[src/rtl/sdrc_init_refresh_seq.sv]
// SDRAM power-up initialisation sequencer and periodic auto-refresh scheduler.
// Owns the command pins during init and for each granted refresh; all outputs are registered.
module sdrc_init_refresh_seq #(
  parameter int          PWR_UP_CYC   = 10000,
  parameter int          TRP_CYC      = 3,
  parameter int          TRFC_CYC     = 7,
  parameter int          TMRD_CYC     = 2,
  parameter int          INIT_REF     = 2,
  parameter int          REF_INTERVAL = 780,
  parameter logic [12:0] MODE_REG     = 13'h033
) (
  input  logic        sdram_clk,
  input  logic        sdram_reset,
  input  logic        ref_gnt,
  output logic        ref_req,
  output logic        cmd_own,
  output logic        sdr_cke,
  output logic        sdr_cs_n,
  output logic        sdr_ras_n,
  output logic        sdr_cas_n,
  output logic        sdr_we_n,
  output logic [1:0]  sdr_ba,
  output logic [12:0] sdr_addr,
  output logic        sdr_init_done,
  output logic        ref_overflow
);

  localparam int CNT_W = $clog2(PWR_UP_CYC + TRP_CYC + TRFC_CYC + TMRD_CYC + 1);
  localparam int RC_W  = $clog2(REF_INTERVAL + 1);
  localparam int IC_W  = $clog2(INIT_REF + 1) + 1;

  // Wait states exit two counts early: one cycle for the state register, one for the output register.
  localparam logic [CNT_W-1:0] PWRUP_LAST = CNT_W'(PWR_UP_CYC - 1);
  localparam logic [CNT_W-1:0] TRP_LAST   = CNT_W'((TRP_CYC  >= 2) ? TRP_CYC  - 2 : 0);
  localparam logic [CNT_W-1:0] TRFC_LAST  = CNT_W'((TRFC_CYC >= 2) ? TRFC_CYC - 2 : 0);
  localparam logic [CNT_W-1:0] TMRD_LAST  = CNT_W'((TMRD_CYC >= 2) ? TMRD_CYC - 2 : 0);
  localparam logic [RC_W-1:0]  RI_LAST    = RC_W'(REF_INTERVAL - 1);
  localparam logic [IC_W-1:0]  INIT_N     = IC_W'(INIT_REF);

  localparam logic [3:0] CMD_NOP  = 4'b0111;
  localparam logic [3:0] CMD_PRE  = 4'b0010;
  localparam logic [3:0] CMD_AREF = 4'b0001;
  localparam logic [3:0] CMD_LMR  = 4'b0000;

  typedef enum logic [3:0] {
    S_PWRUP,
    S_PRE,
    S_W_TRP,
    S_AREF,
    S_W_TRFC,
    S_LMR,
    S_W_TMRD,
    S_IDLE,
    S_W_RFC
  } state_t;

  state_t            state_q, state_d;
  logic [CNT_W-1:0]  cnt_q, cnt_d;
  logic [IC_W-1:0]   init_cnt_q, init_cnt_d;
  logic [RC_W-1:0]   ref_cnt_q;
  logic [2:0]        pending_q;
  logic [3:0]        cmd_d;
  logic [12:0]       addr_d;
  logic              own_d;
  logic              take;
  logic              tick;
  logic              ovf_set;

  function automatic logic [2:0] pending_next(input logic [2:0] cur, input logic inc,
                                              input logic dec);
    if (inc && !dec) return (cur == 3'd7) ? cur : cur + 3'd1;
    if (dec && !inc) return cur - 3'd1;
    return cur;
  endfunction

  assign take    = ref_req & ref_gnt & (state_q == S_IDLE);
  assign tick    = sdr_init_done & (ref_cnt_q == RI_LAST);
  assign ovf_set = tick & ~take & (pending_q == 3'd7);

  always_ff @(posedge sdram_clk) begin
    if (sdram_reset) begin
      state_q    <= S_PWRUP;
      cnt_q      <= '0;
      init_cnt_q <= '0;
    end else begin
      state_q    <= state_d;
      cnt_q      <= cnt_d;
      init_cnt_q <= init_cnt_d;
    end
  end

  always_comb begin
    state_d    = state_q;
    cnt_d      = cnt_q + CNT_W'(1);
    init_cnt_d = init_cnt_q;
    cmd_d      = CMD_NOP;
    addr_d     = '0;
    own_d      = 1'b1;
    case (state_q)
      S_PWRUP: begin
        if (cnt_q == PWRUP_LAST) state_d = S_PRE;
      end
      S_PRE: begin
        cmd_d   = CMD_PRE;
        addr_d  = 13'h0400;
        cnt_d   = '0;
        state_d = (TRP_CYC == 1) ? S_AREF : S_W_TRP;
      end
      S_W_TRP: begin
        if (cnt_q == TRP_LAST) state_d = S_AREF;
      end
      S_AREF: begin
        cmd_d      = CMD_AREF;
        cnt_d      = '0;
        init_cnt_d = init_cnt_q + IC_W'(1);
        if (TRFC_CYC == 1) state_d = ((init_cnt_q + IC_W'(1)) < INIT_N) ? S_AREF : S_LMR;
        else               state_d = S_W_TRFC;
      end
      S_W_TRFC: begin
        if (cnt_q == TRFC_LAST) state_d = (init_cnt_q < INIT_N) ? S_AREF : S_LMR;
      end
      S_LMR: begin
        cmd_d   = CMD_LMR;
        addr_d  = MODE_REG;
        cnt_d   = '0;
        state_d = (TMRD_CYC == 1) ? S_IDLE : S_W_TMRD;
      end
      S_W_TMRD: begin
        if (cnt_q == TMRD_LAST) state_d = S_IDLE;
      end
      S_IDLE: begin
        // Refresh AREF goes out on the very edge that samples the grant.
        own_d = 1'b0;
        cnt_d = '0;
        if (take) begin
          cmd_d   = CMD_AREF;
          own_d   = 1'b1;
          state_d = (TRFC_CYC == 1) ? S_IDLE : S_W_RFC;
        end
      end
      S_W_RFC: begin
        if (cnt_q == TRFC_LAST) state_d = S_IDLE;
      end
      default: begin
        state_d = S_PWRUP;
        cnt_d   = '0;
      end
    endcase
  end

  always_ff @(posedge sdram_clk) begin
    if (sdram_reset) begin
      sdr_cke       <= 1'b0;
      {sdr_cs_n, sdr_ras_n, sdr_cas_n, sdr_we_n} <= 4'b1111;
      sdr_ba        <= 2'b00;
      sdr_addr      <= '0;
      cmd_own       <= 1'b1;
      ref_req       <= 1'b0;
      sdr_init_done <= 1'b0;
      ref_overflow  <= 1'b0;
      pending_q     <= '0;
      ref_cnt_q     <= '0;
    end else begin
      sdr_cke       <= 1'b1;
      {sdr_cs_n, sdr_ras_n, sdr_cas_n, sdr_we_n} <= cmd_d;
      sdr_ba        <= 2'b00;
      sdr_addr      <= addr_d;
      cmd_own       <= own_d;
      ref_req       <= (state_q == S_IDLE) & (pending_q != 3'd0) & ~take;
      sdr_init_done <= sdr_init_done | (state_q == S_IDLE);
      ref_overflow  <= ref_overflow | ovf_set;
      pending_q     <= pending_next(pending_q, tick, take);
      if (sdr_init_done) ref_cnt_q <= tick ? '0 : ref_cnt_q + RC_W'(1);
    end
  end

endmodule

[config.mk]
export PLATFORM = sky130hd
export DESIGN_NAME = sdrc_init_refresh_seq
export DESIGN_NICKNAME = d
export VERILOG_FILES = /design/src/rtl/sdrc_init_refresh_seq.sv
export SDC_FILE = /design/constraint.sdc
export NUM_CORES = 1
export LEC_CHECK = 0
export BUFFER_PORTS_ARGS = -buffer_cell sky130_fd_sc_hd__buf_2
export CORE_MARGIN = 3
export CORE_UTILIZATION = 51
export CTS_BUF_LIST = sky130_fd_sc_hd__clkbuf_8 sky130_fd_sc_hd__clkbuf_16
export DETAILED_ROUTE_END_ITERATION = 8
export GPL_ROUTABILITY_DRIVEN = 1
export GPL_TIMING_DRIVEN = 0
export PLACE_DENSITY = 0.73
export REMOVE_ABC_BUFFERS = 1
export SYNTH_ARGS = -nofsm -noshare
export SYNTH_HDL_FRONTEND = slang
export SYNTH_SLANG_ARGS = --single-unit
export TNS_END_PERCENT = 10
[constraint.sdc]
create_clock -name sdram_clk -period 1.9 [get_ports sdram_clk]
set_input_delay 0.19 -clock sdram_clk [delete_from_list [all_inputs] [get_ports sdram_clk]]
set_output_delay 0.19 -clock sdram_clk [all_outputs]
set_load 0.01 [all_outputs]
Word level (Yosys, flattened, before mapping). Cells that the tools add are included.

Register bits: 56. Bits in latches: 0. Bits in writable memories: 0. Memory bits (read-only): 0. Input bits: 3. Output and inout bits: 24. Logic and storage cells: 88. Memories kept: 0.

$add $sub $neg: 5. Multiply operators: 0. Div/mod/pow operators: 0. $lt $le $gt $ge: 1. Equal/unequal tests: 19. Shift-type cells: 0. Mux-type cells: 24. Bitwise operators: 12. Reduce and logical (&&, ||, !) cells: 12.

Operators by type and width (number): $pmux 4 s9 (1); $mux 4 (6); $pmux 11 s2 (1); $mux 3 (7); $eq 4x3->1 const B (4); $add 14x1->14 const B (1); $eq 14x1->1 const B (1); $eq 14x14->1 const B (1); $eq 14x3->1 const B (1); $logic_not 14->1 (1); $ne 2x2->1 const B (6); $pmux 3 s4 (1); $add 10x1->10 const B (1); $eq 10x10->1 const B (1); $mux 10 (1); $eq 4x2->1 const B (2); $and 1x1->1 (7); $mux 1 (7); $add 3x1->3 const B (2); $reduce_and 6->1 (1); $reduce_or 5->1 (1); $eq 4x1->1 const B (1); $eq 4x4->1 const B (1); $logic_not 4->1 (1); other kinds (10) (16).

Logic depth before layout (Yosys ltp).
Depth in word-level cells: 10. Mapped depth: 10. Gate-level depth less buffers: 10.

Worst setup path before layout. No wires, ideal clock.

Path kind: flip-flop to flip-flop. From: register ref_cnt_q[0]. To: register pending_q[1]. Library setup time: 0.128 ns. Arrival: 1.809 ns. Data required time: 1.772 ns. Path slack: -0.037 ns. Stages on the path, launching flop included: 11. Buffers on the path: 0. Period minus slack after synthesis: 1.937 ns. Cells stage by stage: dfxtp_1 > ha_1 > and3_1 > nand3_1 > inv_1 > ha_1 > nor2b_1 > nor2_1 > a21o_1 > a221oi_1 > nor2_1.

Longest elaborated chain between the ends: 8. Elaborated cells on any way between the ends: 14. Classes of those cells: eq/ne: 1; mux: 8; bitwise: 1; reduce/logical: 4.

Ends and longest elaborated chain: from (decl) (line 60) `logic [RC_W-1:0] ref_cnt_q;`; from (signal assigned) (line 173) `if (sdr_init_done) ref_cnt_q <= tick ? '0 : ref_cnt_q + RC_W'(1);`; $eq 10x10->1 * (line 77) `assign tick = sdr_init_done & (ref_cnt_q == RI_LAST);`; $and 1x1->1 * (line 77); $logic_not 1->1 (line 72) `if (dec && !inc) return cur - 3'd1;`; $logic_and 1x1->1 (line 72); $mux 1 (2 in a row) (line 72); $mux 1 (line 152) `if (sdram_reset) begin`; $reduce_bool 2->1 (no source line); to (signal assigned) (line 172) `pending_q <= pending_next(pending_q, tick, take);`; to (decl) (line 61) `logic [2:0] pending_q;`.

Every way passes the cells marked *; elsewhere a longest branch is shown, timed or not. The select of a mux whose other input is x is not followed. A chain may end at the register's enable or synchronous reset.

Worst setup path after layout.
From: register ref_cnt_q[2]. To: register pending_q[1].

The elaborated chain is that of the path after synthesis.

==> metrics.txt <==
# TYPE chip_impl_metric gauge
chip_impl_metric{name="clk_pin_slew_worst_paths",unit="ns"} 0.09
chip_impl_info{name="root_buffer",value="sky130_fd_sc_hd__clkbuf_8"} 1
chip_impl_info{name="setup_repair_after_global_routing_missed_its_margin",value="true"} 1
chip_impl_metric{name="global_route.usage.met1",unit="%"} 21.7
chip_impl_metric{name="synthesis_to_finish_area_growth",unit="%"} 12.5
chip_impl_metric{name="via_per_inst",unit=""} 5.30
chip_impl_metric{name="detail_route.drc_violations",unit=""} 0
chip_impl_metric{name="port-buffer-count",unit=""} 16
chip_impl_metric{name="synth_enable_flop_cells",unit=""} 0
chip_impl_metric{name="clk-insertion-delay-late",unit="ns"} 0.29
chip_impl_metric{name="synth_cells",unit=""} 245
chip_impl_metric{name="yosys.cell_types.count",unit=""} 46
chip_impl_metric{name="timing.critical_path.required",unit="ns"} 2.13
chip_impl_metric{name="cts_htree_levels",unit=""} 2
chip_impl_info{name="cp-start-kind",value="flop"} 1
chip_impl_metric{name="number_of_max_cap_violations",unit=""} 0
chip_impl_metric{name="worst_ep_arrival_time",unit="ns"} 2.02
chip_impl_metric{name="critical_path_peak_fanout",unit=""} 5
chip_impl_metric{name="globalRouteTotalUtil",unit="%"} 16.0
chip_impl_metric{name="synth_area",unit="sq um"} 2160
chip_impl_metric{name="syn_area_per_cell",unit="sq um"} 8.84
chip_impl_metric{name="dpl.cell_count",unit=""} 301
chip_impl_metric{name="post-synth-top-area-fraction",unit="%"} 41.6
chip_impl_metric{name="layout-drive-gt1-share",unit="%"} 21.1
chip_impl_metric{name="final_core_util",unit="%"} 60.0
chip_impl_metric{name="max-vdd-ir-drop",unit="uV"} 473
chip_impl_info{name="timing.rr.start",value="ref_cnt_q[2]"} 1
chip_impl_metric{name="core-area",unit="sq um"} 4060
chip_impl_metric{name="post_route_fraction_of_the_period_consumed_by_the_critical_path",unit="%"} 94.4
chip_impl_info{name="synth_cell_count_leaders",value="45 x sky130_fd_sc_hd__dfxtp_1, 43 x sky130_fd_sc_hd__nor2_1, 15 x sky130_fd_sc_hd__nand2_1"} 1
chip_impl_metric{name="slew_viol_final",unit=""} 0
chip_impl_metric{name="r2r.worst_path.cells",unit=""} 8
chip_impl_metric{name="total_die_area",unit="sq um"} 5060
chip_impl_metric{name="sequential_cell_area",unit="sq um"} 917
chip_impl_metric{name="filler_cell_count",unit=""} 347
chip_impl_metric{name="start_util",unit="%"} 53.3
chip_impl_info{name="run_status",value="complete, no violations"} 1
chip_impl_metric{name="die_y",unit="um"} 71.2
chip_impl_metric{name="first_pass_iters",unit=""} 4
chip_impl_metric{name="num_io_pins",unit=""} 27
chip_impl_metric{name="dieWidth",unit="um"} 71.2
chip_impl_info{name="busiest_layer",value="met2"} 1
chip_impl_metric{name="place.gp.congestion",unit=""} 0.872
chip_impl_info{name="synth.top_cells.by_area",value="sky130_fd_sc_hd__dfxtp_1 42%, sky130_fd_sc_hd__nor2_1 7.5%, sky130_fd_sc_hd__ha_1 5.8%, sky130_fd_sc_hd__buf_4 4.9%, sky130_fd_sc_hd__xor2_1 4.9%"} 1
chip_impl_metric{name="grt_pass1_wl",unit="mm"} 6.58
chip_impl_metric{name="async_flop_share",unit="%"} 0
chip_impl_metric{name="met2_grt_util",unit="%"} 24.5
chip_impl_info{name="min_path_type",value="in2reg"} 1
chip_impl_metric{name="core.rowCount",unit=""} 23
chip_impl_info{name="setup.worst_path.end_class",value="flop"} 1
chip_impl_metric{name="fmax_achieved",unit="GHz"} 0.558
chip_impl_info{name="postSynth.topFlopCell",value="sky130_fd_sc_hd__dfxtp_1"} 1
chip_impl_metric{name="yosys_warnings",unit=""} 0
chip_impl_metric{name="multiInputGateArea",unit="sq um"} 1200
chip_impl_metric{name="initialDrtViolationCount",unit=""} 58
chip_impl_metric{name="hold-worst-slack",unit="ns"} 0.221
chip_impl_info{name="launch_point_of_the_critical_path",value="ref_cnt_q[2]"} 1
chip_impl_metric{name="timing.final.setup_violations",unit=""} 0
chip_impl_metric{name="finClkSkew",unit="ns"} 0.00726
chip_impl_metric{name="dp_slack",unit="ns"} -0.361
chip_impl_info{name="synth_most_common_cell",value="sky130_fd_sc_hd__dfxtp_1"} 1
chip_impl_metric{name="grt_overflow_total",unit=""} 0
chip_impl_metric{name="final_antenna_diode_count",unit=""} 0
chip_impl_metric{name="synth_seq_cells",unit=""} 45
chip_impl_metric{name="number_of_global_route_vias_before_repair",unit=""} 1495
chip_impl_metric{name="power.leakage",unit="nW"} 0.952
chip_impl_metric{name="tritoncts.num_buffers",unit=""} 5
chip_impl_metric{name="antenna_found_initial",unit=""} 0
chip_impl_info{name="synth_top_area_cell",value="sky130_fd_sc_hd__dfxtp_1"} 1
chip_impl_metric{name="power-per-cell-area",unit="nW/um^2"} 891
chip_impl_metric{name="routed_wire_length_per_instance",unit="um"} 12.2
chip_impl_metric{name="synth-seq-area-share",unit="%"} 41.6
chip_impl_metric{name="hold_violations",unit=""} 0
chip_impl_metric{name="drt.antenna.violating_nets",unit=""} 0
chip_impl_metric{name="grt_start_max_net_pins",unit=""} 21
chip_impl_metric{name="routed-via-count",unit=""} 1669
chip_impl_info{name="tritoncts",value="built"} 1
chip_impl_metric{name="postRouteWirelength",unit="mm"} 3.85
chip_impl_info{name="hold_start",value="sdram_reset"} 1
chip_impl_metric{name="worst_slack",unit="ns"} 0.107
chip_impl_metric{name="clk_path_buf_depth",unit=""} 2
chip_impl_metric{name="final_net_count",unit=""} 277
chip_impl_metric{name="tritoncts_num_sinks",unit=""} 45
chip_impl_metric{name="holdBufCountCts",unit=""} 0
chip_impl_metric{name="layoutNonFillerInstCount",unit=""} 315
chip_impl_metric{name="min_delay_path_depth",unit=""} 1
chip_impl_metric{name="gr-usage-met3",unit="%"} 4.69
chip_impl_metric{name="period_needed",unit="ns"} 1.79
chip_impl_metric{name="place.detailed.hpwl",unit="mm"} 2.71
chip_impl_info{name="worstSetupPathType",value="reg2reg"} 1
worst max-delay path, cell delays in order (launching register included):
cell and delay, ns:
sky130_fd_sc_hd__dfxtp_1 0.37, sky130_fd_sc_hd__nor3_1 0.33, sky130_fd_sc_hd__nand3_4 0.14, sky130_fd_sc_hd__ha_1 0.20
sky130_fd_sc_hd__nor2b_4 0.14, sky130_fd_sc_hd__nor4bb_2 0.29, sky130_fd_sc_hd__a21o_1 0.14, sky130_fd_sc_hd__a221oi_2 0.04
sky130_fd_sc_hd__nor2_1 0.08
sequential cells by signal (all words and copies together) (netlist names), 2 cells and up:
signal,count
cnt_q,14
init_cnt_q,3
pending_q,3
ref_cnt_q,10
sdr_addr,2
state_q,4
cell families after synthesis:
family / after synthesis / share of synthesized area [%]
muxes: 2 / 0.925
and+or+nand+nor: 104 / 24.2
DFF: 45 / 41.6
AOI/OAI and AO/OA: 29 / 9.83
buffers and inverters: 31 / 8.21
xor gates and xnor gates: 23 / 9.31
other: 1 / 0.173
adders and majority gates: 10 / 5.78
what timing repair did:
item / in CTS / in global routing
setup endpoints to repair: 3 / 5
pin swaps: 0 / 2
hold endpoints to repair: 0 / 0
resized for setup: 12 / 14
buffers inserted: 2 / 4
through the flow:
stage / TNS, ns / area (sq um) / total power, W
2_1_floorplan: -0.0318 / 2070 / 0.00148
3_3_place_gp: -0.450 / 2210 / 0.00160
3_5_place_dp: -0.751 / 2210 / 0.00161
4_1_cts: 0 / 2360 / 0.00218
5_1_grt: -0.00215 / 2440 / 0.00231
6_report: 0 / 2440 / 0.00217
area by class of cell:
cell class / count / area share, %
Multi-Input combinational cell: 178 / 49.3
Sequential cell: 45 / 37.6
Timing Repair Buffer: 22 / 5.14
Clock buffer: 5 / 2.82
Tap cell: 50 / 2.57
Inverter: 12 / 1.85
Clock inverter: 3 / 0.719
cells in the final DEF (no fill, tap or decap), types with 2 or more instances in the layout:
master,count
sky130_fd_sc_hd__o21ai_1,2
sky130_fd_sc_hd__nor2_1,42
sky130_fd_sc_hd__mux2i_1,2
sky130_fd_sc_hd__nor3_1,4
sky130_fd_sc_hd__a21oi_1,7
sky130_fd_sc_hd__inv_1,10
sky130_fd_sc_hd__xnor2_1,11
sky130_fd_sc_hd__dfxtp_2,4
sky130_fd_sc_hd__o311ai_0,2
sky130_fd_sc_hd__o21ai_0,4
sky130_fd_sc_hd__nand2b_1,2
sky130_fd_sc_hd__buf_4,6
sky130_fd_sc_hd__dfxtp_4,3
sky130_fd_sc_hd__clkinv_2,2
sky130_fd_sc_hd__nand3_1,8
sky130_fd_sc_hd__ha_1,9
sky130_fd_sc_hd__conb_1,10
sky130_fd_sc_hd__nand3b_1,2
sky130_fd_sc_hd__o21bai_1,2
sky130_fd_sc_hd__dfxtp_1,38
sky130_fd_sc_hd__inv_2,2
sky130_fd_sc_hd__nand3_4,2
sky130_fd_sc_hd__xor2_1,12
sky130_fd_sc_hd__clkbuf_8,5
sky130_fd_sc_hd__or3_1,2
sky130_fd_sc_hd__nand2_1,15
sky130_fd_sc_hd__a221oi_1,3
sky130_fd_sc_hd__nand4_1,10
sky130_fd_sc_hd__buf_2,16
sky130_fd_sc_hd__and3_1,4
report_power, final:
part	switching [W]	total (W)	internal, W
Clock	0.000307	0.000561	0.000254
Sequential	0.0000962	0.00112	0.00102
Combinational	0.000289	0.000491	0.000202
Total	0.000692	0.00217	0.00148
worst paths after layout:
check                      end  slack [ns]
setup reg to reg  pending_q[1]        0.11
hold / removal        sdr_cs_n        0.22
hold reg to reg       cnt_q[0]        0.47
setup / recovery  pending_q[1]        0.11
metal layers:
| layer | routed length, um | up-vias |
|---|---|---|
| met3 | 172 | 2 |
| met4 | 30 | 0 |
| li1 | - | 848 |
| met2 | 1740 | 32 |
| met1 | 1900 | 787 |
| met5 | 0 | - |
Note: power is estimated with default switching activity, not from simulation.
